`config.mk`:
```
export PLATFORM = sky130hd
export DESIGN_NAME = fdu_heartbeat
export DESIGN_NICKNAME = d
export VERILOG_FILES = /design/src/rtl/fdu_heartbeat.sv
export SDC_FILE = /design/constraint.sdc
export NUM_CORES = 1
export LEC_CHECK = 0
export CORE_ASPECT_RATIO = 0.7
export CORE_MARGIN = 2
export CORE_UTILIZATION = 55
export CTS_CLUSTER_SIZE = 8
export DETAILED_ROUTE_END_ITERATION = 6
export DONT_BUFFER_PORTS = 1
export GPL_TIMING_DRIVEN = 0
export PLACE_DENSITY = 0.73
export SLEW_MARGIN = 30
export SYNTH_ARGS = -nofsm -noshare
export SYNTH_HDL_FRONTEND = slang
export SYNTH_SLANG_ARGS = --single-unit
```
`constraint.sdc`:
```
create_clock -name clk -period 2.9 [get_ports clk]
set_clock_uncertainty 0.1 [all_clocks]
set_input_delay 0.725 -clock clk [delete_from_list [all_inputs] [get_ports clk]]
set_output_delay 0.725 -clock clk [all_outputs]
set_load 0.005 [all_outputs]
```
`src/rtl/fdu_heartbeat.sv`:
```
// fdu_heartbeat: node-side transmitter of the 3-bit Gray heartbeat watched by the FDU.
//   The heartbeat advances every HB_PERIOD cycles while software keeps kicking. It freezes
//   when kicks stop (STARVED) or a fault is injected (HALTED). The FDU por line forces the
//   node back to BOOT.
// Ports:
//   clk          system clock
//   reset        asynchronous active-high reset
//   kick         single-cycle software keep-alive pulse
//   fault_inject level, halts the heartbeat until por or reset
//   por_in       FDU power-on-reset for this node (asynchronous, synchronised here)
//   prime_in     FDU prime bit for this node (asynchronous, synchronised here)
//   hb           heartbeat code to the FDU
//   beat         one-cycle pulse coincident with each hb change
//   running      high while in RUN
//   is_prime     synchronised prime_in
//   miss_count   saturating count of RUN->STARVED events (cleared by reset only)
module fdu_heartbeat #(
  parameter int unsigned HB_PERIOD   = 50000,
  parameter int unsigned KICK_WINDOW = 25000000,
  parameter int unsigned BOOT_DELAY  = 5000000
) (
  input  logic       clk,
  input  logic       reset,
  input  logic       kick,
  input  logic       fault_inject,
  input  logic       por_in,
  input  logic       prime_in,
  output logic [2:0] hb,
  output logic       beat,
  output logic       running,
  output logic       is_prime,
  output logic [7:0] miss_count
);

  localparam int unsigned PerW  = $clog2(HB_PERIOD);
  localparam int unsigned KickW = $clog2(KICK_WINDOW);
  localparam int unsigned BootW = $clog2(BOOT_DELAY + 1);

  localparam logic [PerW-1:0]  PerLast  = PerW'(HB_PERIOD - 1);
  localparam logic [KickW-1:0] KickLast = KickW'(KICK_WINDOW - 1);
  localparam logic [BootW-1:0] BootLast = BootW'(BOOT_DELAY - 1);

  typedef enum logic [1:0] {StBoot, StRun, StStarved, StHalted} state_e;

  state_e           state_q, state_d;
  logic [BootW-1:0] boot_q, boot_d;
  logic [PerW-1:0]  per_q, per_d;
  logic [KickW-1:0] kick_cnt_q, kick_cnt_d;
  logic [2:0]       hb_q, hb_d;
  logic             beat_q, beat_d;
  logic             running_q, running_d;
  logic [7:0]       miss_q, miss_d;

  logic por_meta_q, por_s_q;
  logic prime_meta_q, prime_s_q, is_prime_q;

  // Next code in the wrapping Gray sequence 000,001,011,010,110,111,101,100.
  function automatic logic [2:0] gray_next(input logic [2:0] g);
    logic [2:0] n;
    case (g)
      3'b000:  n = 3'b001;
      3'b001:  n = 3'b011;
      3'b011:  n = 3'b010;
      3'b010:  n = 3'b110;
      3'b110:  n = 3'b111;
      3'b111:  n = 3'b101;
      3'b101:  n = 3'b100;
      default: n = 3'b000;
    endcase
    return n;
  endfunction

  // Two-flop synchronisers for the asynchronous FDU lines, plus the registered is_prime.
  always_ff @(posedge clk or posedge reset) begin
    if (reset) begin
      por_meta_q   <= 1'b0;
      por_s_q      <= 1'b0;
      prime_meta_q <= 1'b0;
      prime_s_q    <= 1'b0;
      is_prime_q   <= 1'b0;
    end else begin
      por_meta_q   <= por_in;
      por_s_q      <= por_meta_q;
      prime_meta_q <= prime_in;
      prime_s_q    <= prime_meta_q;
      is_prime_q   <= prime_s_q;
    end
  end

  always_comb begin
    state_d    = state_q;
    boot_d     = boot_q;
    per_d      = per_q;
    kick_cnt_d = kick_cnt_q;
    hb_d       = hb_q;
    beat_d     = 1'b0;
    miss_d     = miss_q;

    if (por_s_q) begin
      state_d    = StBoot;
      boot_d     = '0;
      per_d      = '0;
      kick_cnt_d = '0;
      hb_d       = 3'b000;
    end else begin
      case (state_q)
        StBoot: begin
          if (boot_q == BootLast) begin
            state_d    = StRun;
            per_d      = '0;
            kick_cnt_d = '0;
          end else begin
            boot_d = boot_q + BootW'(1);
          end
        end
        StRun: begin
          if (fault_inject) begin
            state_d = StHalted;
          end else begin
            // Heartbeat advance and kick handling are independent of each other.
            if (per_q == PerLast) begin
              per_d  = '0;
              hb_d   = gray_next(hb_q);
              beat_d = 1'b1;
            end else begin
              per_d = per_q + PerW'(1);
            end
            if (kick) begin
              kick_cnt_d = '0;
            end else if (kick_cnt_q == KickLast) begin
              state_d = StStarved;
              if (miss_q != 8'hff) miss_d = miss_q + 8'd1;
            end else begin
              kick_cnt_d = kick_cnt_q + KickW'(1);
            end
          end
        end
        StStarved: begin
          if (fault_inject) begin
            state_d = StHalted;
          end else if (kick) begin
            state_d    = StRun;
            per_d      = '0;
            kick_cnt_d = '0;
          end
        end
        StHalted: begin
          // Only por or reset leaves HALTED.
        end
        default: state_d = StBoot;
      endcase
    end

    running_d = (state_d == StRun);
  end

  always_ff @(posedge clk or posedge reset) begin
    if (reset) begin
      state_q    <= StBoot;
      boot_q     <= '0;
      per_q      <= '0;
      kick_cnt_q <= '0;
      hb_q       <= 3'b000;
      beat_q     <= 1'b0;
      running_q  <= 1'b0;
      miss_q     <= 8'd0;
    end else begin
      state_q    <= state_d;
      boot_q     <= boot_d;
      per_q      <= per_d;
      kick_cnt_q <= kick_cnt_d;
      hb_q       <= hb_d;
      beat_q     <= beat_d;
      running_q  <= running_d;
      miss_q     <= miss_d;
    end
  end

  assign hb         = hb_q;
  assign beat       = beat_q;
  assign running    = running_q;
  assign is_prime   = is_prime_q;
  assign miss_count = miss_q;

endmodule

```
======== Yosys cells after proc, flatten, opt, wreduce, memory -nomap -nowiden ========
Index checks and enable logic that the tools add are counted.
storage, ports and cells
  flip-flop bits (word level) ............. 84
  output and inout bits ................... 14
  logic and storage cells ................. 86
operators by class
  $add $sub $neg .......................... 4
  equal/unequal tests ..................... 20
  muxes and demuxes ....................... 35
  bitwise gates (word level) .............. 3
  reductions and logical operators ........ 11
operators with widths
  cell                                                             count
  25-bit two-way mux                                               7
  16-bit two-way mux                                               6
  25-bit one-hot mux with 3 select lines                           1
  23-bit two-way mux                                               3
  16-bit one-hot mux with 3 select lines                           1
  25-bit by 1-bit adder with 25-bit output, second input constant  1
  25-bit == test, second input constant                            1
  23-bit by 1-bit adder with 23-bit output, second input constant  1
  23-bit == test, second input constant                            1
  3-bit one-hot mux with 7 select lines                            1
  16-bit by 1-bit adder with 16-bit output, second input constant  1
  16-bit == test, second input constant                            1
  2-bit two-way mux                                                7
  3-bit two-way mux                                                4
  3-bit inequality test, second input constant                     4
  6-bit AND reduction                                              2
  3-bit == test, second input constant                             3
  8-bit by 1-bit adder with 8-bit output, second input constant    1
  8-bit inequality test, second input constant                     1
  3-bit by 2-bit == test with 1-bit output, second input constant  2
  2-bit one-hot mux with 3 select lines                            1
  2-bit nonzero test                                               3
  5-bit AND reduction                                              1
  2-bit by 1-bit == test with 1-bit output, second input constant  2
  other kinds (12)                                                 17

======== Depth between registers and ports, before layout ========
Gate-level depths: netlist of run 1.
  depth in word-level cells ............... 7
  gate-level depth with buffers ........... 8
  depth with buffers taken out ............ 6

======== Worst setup path before layout of run 1 ========
No wires, ideal clock.
  path kind ............................... input to register
  from .................................... input port kick
  to ...................................... register miss_q[1], in the netlist miss_count[1]
  arrival ................................. 2.214 ns
  required time ........................... 2.675 ns
  path slack .............................. 0.461 ns
  cell stages on the path ................. 5
  path buffers ............................ 1
  cell sequence ........................... or4b_1 > clkbuf_1 > a41o_1 > nor4_4 > mux2_2
between the ends
  cells in the longest elaborated chain, start to end .. 2
ends and longest elaborated chain
  what                                  RTL line  source
  from (decl)                           24        input logic kick,
  1-bit inverter (no source line)       --
  6-bit AND reduction (no source line)  --
  to (signal assigned)                  175       miss_q <= miss_d;
  to (decl)                             52        logic [7:0] miss_q, miss_d;
No other way between the ends.
A chain may end at the register's enable or synchronous reset.

======== Worst setup path in the final report of run 1 ========
  from .................................... register state_q[1]
  to ...................................... register per_q[8]
between the ends
  cells in the longest elaborated chain, start to end .. 3
ends and longest elaborated chain
  what                                                                        RTL line  source
  from (decl)                                                                 45        state_e state_q, state_d;
  from (signal assigned)                                                      159       state_q <= StBoot;
  from (signal assigned)                                                      168       state_q <= state_d;
  2-bit by 1-bit == test with 1-bit output (tied with other cells)            106       case (state_q)
  3-bit inequality test (no source line) (tied with other cells)              --
  5-bit AND reduction (no source line) or 16-bit two-way mux (tied branches)  --
  to (signal assigned)                                                        170       per_q <= per_d;
  to (decl)                                                                   47        logic [PerW-1:0] per_q, per_d;
Parallel ways exist; a longest one is shown, timed or not.

==> out/qor.csv, run 1 <==
metric;value;unit
outcome;finished, final reports clean;
Crit path buffers/inverters;3;
max cap viols;0;
H-tree levels;3;
# port buffers;0;
synthesized area;4680;sq um
Synth Register Bits;84;
Root Buffer Master;clkbuf_16;
top-count cell post-synth;dfrtp_1;
largest net degree at the start of global routing;24;
initial antenna violation count;0;
NumNets Final;516;
Place WS;0.0463;ns
CTS tree;yes;
max incr delay on CP;0.47;ns
most common library cells after synthesis;dfrtp_1 (84), nor2_1 (35), nand2_1 (30), o21ai_0 (27), nand3_1 (25);
top cells by area, synth;dfrtp_1 (45%), o31ai_1 (3.7%), o21ai_0 (2.9%);
Die ar.;9280;sq um
1st-iter DRT viols;464;
max-slew violations;0;
FF-to-FF Start;state_q[1]$_DFF_PP0_;
vias in the first global route;3690;
Mean Syn Cell Area;9.52;sq um
Die X-Extent;114;um
CP required;3.07;ns
Slew HR;54.5;%
async set-reset flop share out of synthesis;100;%
Area Growth Syn to Fin;11.2;%
CP top delay family;buffers and inverters;
Reg clk slew, reported paths;0.07;ns
RePlAce Congestion;0.904;
Post-Layout Cell Count;616;
Reg2Reg Setup Slack;0.33;ns
global-route wire length before repair;18.9;mm
ANT cells;0;
power per cell area;472;nW/um^2
Overall Power;0.00246;W
EDFF count, synth;0;
critical path's slowest cell;clkbuf_1;
setup tns final;0;ns
I/O pin cnt;20;
clk buf depth;2;
die height;81.2;um
CP dominant cell by count;buf_2;
period utilization;88.5;%
Achievable Freq;0.390;GHz
class of the most critical setup path;flop to flop;
sequential share of the synthesized area;44.9;%
DR vias/cell;6.56;
dpl hpwl;7.74;mm
via count;4042;
Mapped Nets;502;
total grt overflow;0;
Slew @ Worst Pin;0.679;ns
layout cells sized above 1;8.02;%
crit path time final;2.57;ns
Most used DFF post-synth;dfrtp_1;
total global-route track usage;26.0;%
hold buffers post-CTS;0;
unrepaired setup endpoints after global routing;no;
Leakage;2.12;nW
# rows;28;
Yosys top cell area share;44.9;%
PnR worst setup slack;0.333;ns
worst-path cell chain;buf_2 -> nor2b_1 -> nor3_1 -> o21a_1 -> buf_2 -> clkbuf_1 -> nor2_1 -> a31oi_1;
placed cell count;600;
drt first pass iters;5;
total wire length;11.3;mm
Crit path arrival time;2.74;ns
CP Launch Type;flop;
Initial Utilization;55.9;%
WL/cell;18.3;um
IR drop worst, VDD;292;uV
design area;5210;sq um
worst hold path class;input pin to asynchronous set/reset pin;
worst r2r dst;per_q[8]$_DFFE_PP0P_;
latest clock arrival within the worst-skew pair;0.34;ns
Residual DRC;0;
largest area contributor in the netlist;dfrtp_1;
Post-DP Area;4890;sq um
DRT antenna net count;0;
Hold Fails Final Rpt;0;
Max FO, Critical Path;10;
clk sinks;84;
setup violators final;0;
Num CTS Buffers;9;
crit path capture type;flop;
post-synthesis cell count;492;
Core Footprint;8370;sq um
yosys synthesis warning count;0;
R2R cell count;8;
post-synth cell types;60;
## logic make-up (layout without fill, tap and decap cells)
kind of cell	after synthesis	after routing	synth area share, %
AOI/OAI and AO/OA	113	113	16.1
xor gates and xnor gates	23	23	4.30
adders and majority gates	4	4	1.07
buffers and inverters	39	58	3.45
DFF	84	84	44.9
muxes	10	10	2.16
and+or+nand+nor	219	219	28.1
## layout by cell type (no fill, tap or decap), types with 10 or more instances in the layout
master / netlist / routed
a211oi_1: 10 / 10
a21oi_1: 20 / 20
and3_1: 15 / 15
and4_1: 12 / 12
clkbuf_1: 15 / 15
dfrtp_1: 84 / 84
inv_1: 14 / 13
nand2_1: 30 / 30
nand3_1: 25 / 25
nand4_1: 20 / 20
nor2_1: 35 / 35
nor3_1: 12 / 12
o21ai_0: 27 / 27
o31ai_1: 23 / 23
or3_1: 10 / 10
or4_1: 14 / 14
xnor2_1: 14 / 14
## power by group
| part | total (W) | internal [W] | switching (W) |
|---|---|---|---|
| Clock | 0.00119 | 0.000681 | 0.000510 |
| Sequential | 0.00118 | 0.00118 | 0.00000577 |
| Combinational | 0.0000843 | 0.0000241 | 0.0000602 |
## state kept, by name, summed over array words and instances (netlist names)
register,flops
prime_s_q,1
por_meta_q,1
state_q,2
kick_cnt_q,25
beat,1
hb,3
miss_count,8
is_prime,1
boot_q,23
por_s_q,1
running,1
prime_meta_q,1
per_q,16
## through the flow
stage / hold slack, ns / util (%)
2_1_floorplan: 0.231 / -
3_3_place_gp: 0.235 / 57.6
3_5_place_dp: 0.235 / 58.5
4_1_cts: 0.191 / 62.1
5_1_grt: 0.210 / 62.2
6_report: 0.184 / 62.2
## per-layer routing
layer	up-vias	share of wire, %	global-route usage (%)	routed length [um]
met2	157	46	40.5	5190
met4	0	0.93	7.20	105
li1	1908	-	-	-
met5	-	0	0	0
met3	12	6.3	5.00	710
met1	1965	47	37.4	5260
## how the worst max path moves through the flow
stage	from	slack, ns	to	depth (start not counted)
4_1_cts	por_s_q$_DFF_PP0_	0.20	kick_cnt_q[0]$_DFFE_PP0P_	7
5_1_grt	state_q[1]$_DFF_PP0_	0.14	kick_cnt_q[14]$_DFFE_PP0P_	8
6_report	state_q[1]$_DFF_PP0_	0.33	per_q[8]$_DFFE_PP0P_	8
3_5_place_dp	kick	0.05	kick_cnt_q[0]$_DFFE_PP0P_	7
2_1_floorplan	kick	0.46	miss_count[1]$_DFFE_PP0P_	5
3_3_place_gp	kick	0.01	kick_cnt_q[0]$_DFFE_PP0P_	7
## repair_timing
item                       4_1_cts  5_1_grt
buffers inserted                 0        0
setup endpoints to repair        0        2
gates resized for setup          0        1
## layout make-up
cell class | count | area (sq um)
fill | 696 | 3160
multi-input combinational | 369 | 2430
sequential | 84 | 2100
clock buffer | 9 | 225
tap | 105 | 131
buffer | 25 | 109
clock inverter | 7 | 82.6
timing repair buffer | 3 | 75.1
inverter | 14 | 56.3
Note: power is estimated with default switching activity, not from simulation.
==> inputs of run 2 (changes only) <==
==> constraint.sdc (replaced) <==
create_clock -name clk -period 2.9 [get_ports clk]
set_clock_uncertainty 0.1 [all_clocks]
set_input_delay 0.58 -clock clk [delete_from_list [all_inputs] [get_ports clk]]
set_output_delay 0.58 -clock clk [all_outputs]
set_load 0.005 [all_outputs]
==> out/qor.csv, run 2 (synthesis results as in run 1) <==
metric;value;unit
outcome;finished, final reports clean;
most frequent cells in the layout;dfrtp_1 (84), nor2_1 (35), nand2_1 (30);
H-tree levels;3;
crit path capture type;flop;
Post-DP Area;4850;sq um
CP top delay family;simple AND/OR/NAND/NOR gates;
worst r2r dst;kick_cnt_q[0]$_DFFE_PP0P_;
total wire length;10.9;mm
CP dominant cell by count;buf_4;
total global-route track usage;25.6;%
class of the most critical setup path;flop to flop;
DRT antenna net count;0;
Hold Startpoint;prime_in;
1st-iter DRT viols;339;
die height;81.2;um
Slew HR;45.1;%
Root Buffer Master;clkbuf_16;
crit path launch;por_s_q$_DFF_PP0_;
max incr delay on CP;0.77;ns
DR vias/cell;6.46;
Reg2Reg Setup Slack;0.13;ns
Max FO, Critical Path;10;
worst hold path class;input pin to flop;
crit path time final;2.77;ns
clk sinks;84;
period utilization;95.6;%
CP required;3.03;ns
dpl hpwl;7.56;mm
Die ar.;9280;sq um
drt first pass iters;5;
setup violators final;0;
Leakage;2.12;nW
Hold Fails Final Rpt;0;
Num CTS Buffers;9;
Slew @ Worst Pin;0.821;ns
# port buffers;0;
# rows;28;
layout cells sized above 1;7.65;%
Crit path buffers/inverters;2;
Residual DRC;0;
critical path's slowest cell;nor4b_2;
worst-path cell chain;nor4b_2 -> nand4_1 -> o21ai_2 -> buf_4 -> buf_4 -> nor4_1 -> a21o_1;
max-slew violations;0;
Die X-Extent;114;um
fillers;689;
largest registers;kick_cnt_q (25), boot_q (23), per_q (16);
multi-input logic area;2420;sq um
Achievable Freq;0.361;GHz
share of the core filled with cells;62.0;%
design area;5190;sq um
latest clock arrival within the worst-skew pair;0.34;ns
worst hold endpoint;prime_meta_q$_DFF_PP0_;
CP Launch Type;flop;
RePlAce Congestion;0.860;
Area Growth Syn to Fin;10.8;%
IR drop worst, VDD;493;uV
CTS tree;yes;
Crit path arrival time;2.91;ns
FF+latch area;2100;sq um
R2R cell count;7;
via count;3975;
Resized cells post-CTS;0;
max reg flops;25;
vias in the first global route;3727;
NumNets Final;515;
max cap viols;0;
power per cell area;487;nW/um^2
global-route wire length before repair;18.5;mm
commonest non-fill, non-tap cell in the layout;dfrtp_1;
I/O pin cnt;20;
Core Footprint;8370;sq um
unrepaired setup endpoints after global routing;no;
Reg clk slew, reported paths;0.06;ns
Initial Utilization;55.9;%
WL/cell;17.7;um
FF-to-FF Start;por_s_q$_DFF_PP0_;
Largest Register;kick_cnt_q;
total grt overflow;0;
hold path depth;0;
clk buf depth;2;
initial antenna violation count;0;
largest net degree at the start of global routing;49;
ANT cells;0;
-- run 2: cell types whose count changed in the layout (fill, tap and decap cells not counted), sizes merged --
cell / change
buf: -2
clkinvlp: -2
bufinv: +1
clkbuf: +1
dlygate4sd3: +1
-- run 2: how the worst max path moves through the flow --
stage	cells past startpoint	slack, ns	end
2_1_floorplan	1	0.05	beat$_DFF_PP0_
3_3_place_gp	1	-0.87	per_q[5]$_DFFE_PP0P_
3_5_place_dp	7	0.16	kick_cnt_q[0]$_DFFE_PP0P_
4_1_cts	7	0.18	kick_cnt_q[0]$_DFFE_PP0P_
5_1_grt	7	0.04	kick_cnt_q[3]$_DFFE_PP0P_
6_report	7	0.13	kick_cnt_q[0]$_DFFE_PP0P_
-- run 2: routing by layer --
metal / vias to the layer above / share of wire [%] / track usage [%]
met1: 1963 / 49 / 37.4
li1: 1895 / - / -
met3: 14 / 5.4 / 6.72
met2: 103 / 44 / 37.9
met5: - / 0 / 0
met4: 0 / 1.1 / 6.59
-- run 2: power by group --
| part | switching, W | total, W | internal [W] |
|---|---|---|---|
| Sequential | 0.00000547 | 0.00118 | 0.00118 |
| Combinational | 0.0000587 | 0.0000776 | 0.0000189 |
| Clock | 0.000482 | 0.00127 | 0.000785 |
-- run 2: through the flow --
step	setup WS (ns)	power [W]	instances	hold WS, ns	TNS, ns
floorplan	0.0549	0.00126	492	0.231	0
CTS	0.178	0.00256	615	0.152	0
detailed placement	0.158	0.00128	598	0.237	0
global placement	-0.874	0.00128	597	0.235	-72.94
global route	0.0374	0.00262	615	0.143	0
finish	0.127	0.00253	615	0.163	0
-- run 2: final cells by class --
cell class                      instances  area share, %
Multi-Input combinational cell        369           46.6
Sequential cell                        84           40.5
Clock buffer                           10           4.60
Tap cell                              105           2.53
Buffer                                 25           2.10
Clock inverter                          6           1.81
Inverter                               14           1.11
Timing Repair Buffer                    2          0.723
-- run 2: timing repair --
action | 4_1_cts | 5_1_grt
hold buffers | 1 | 0
endpoints found under the hold margin | 32 | 0
buffers inserted | 0 | 0
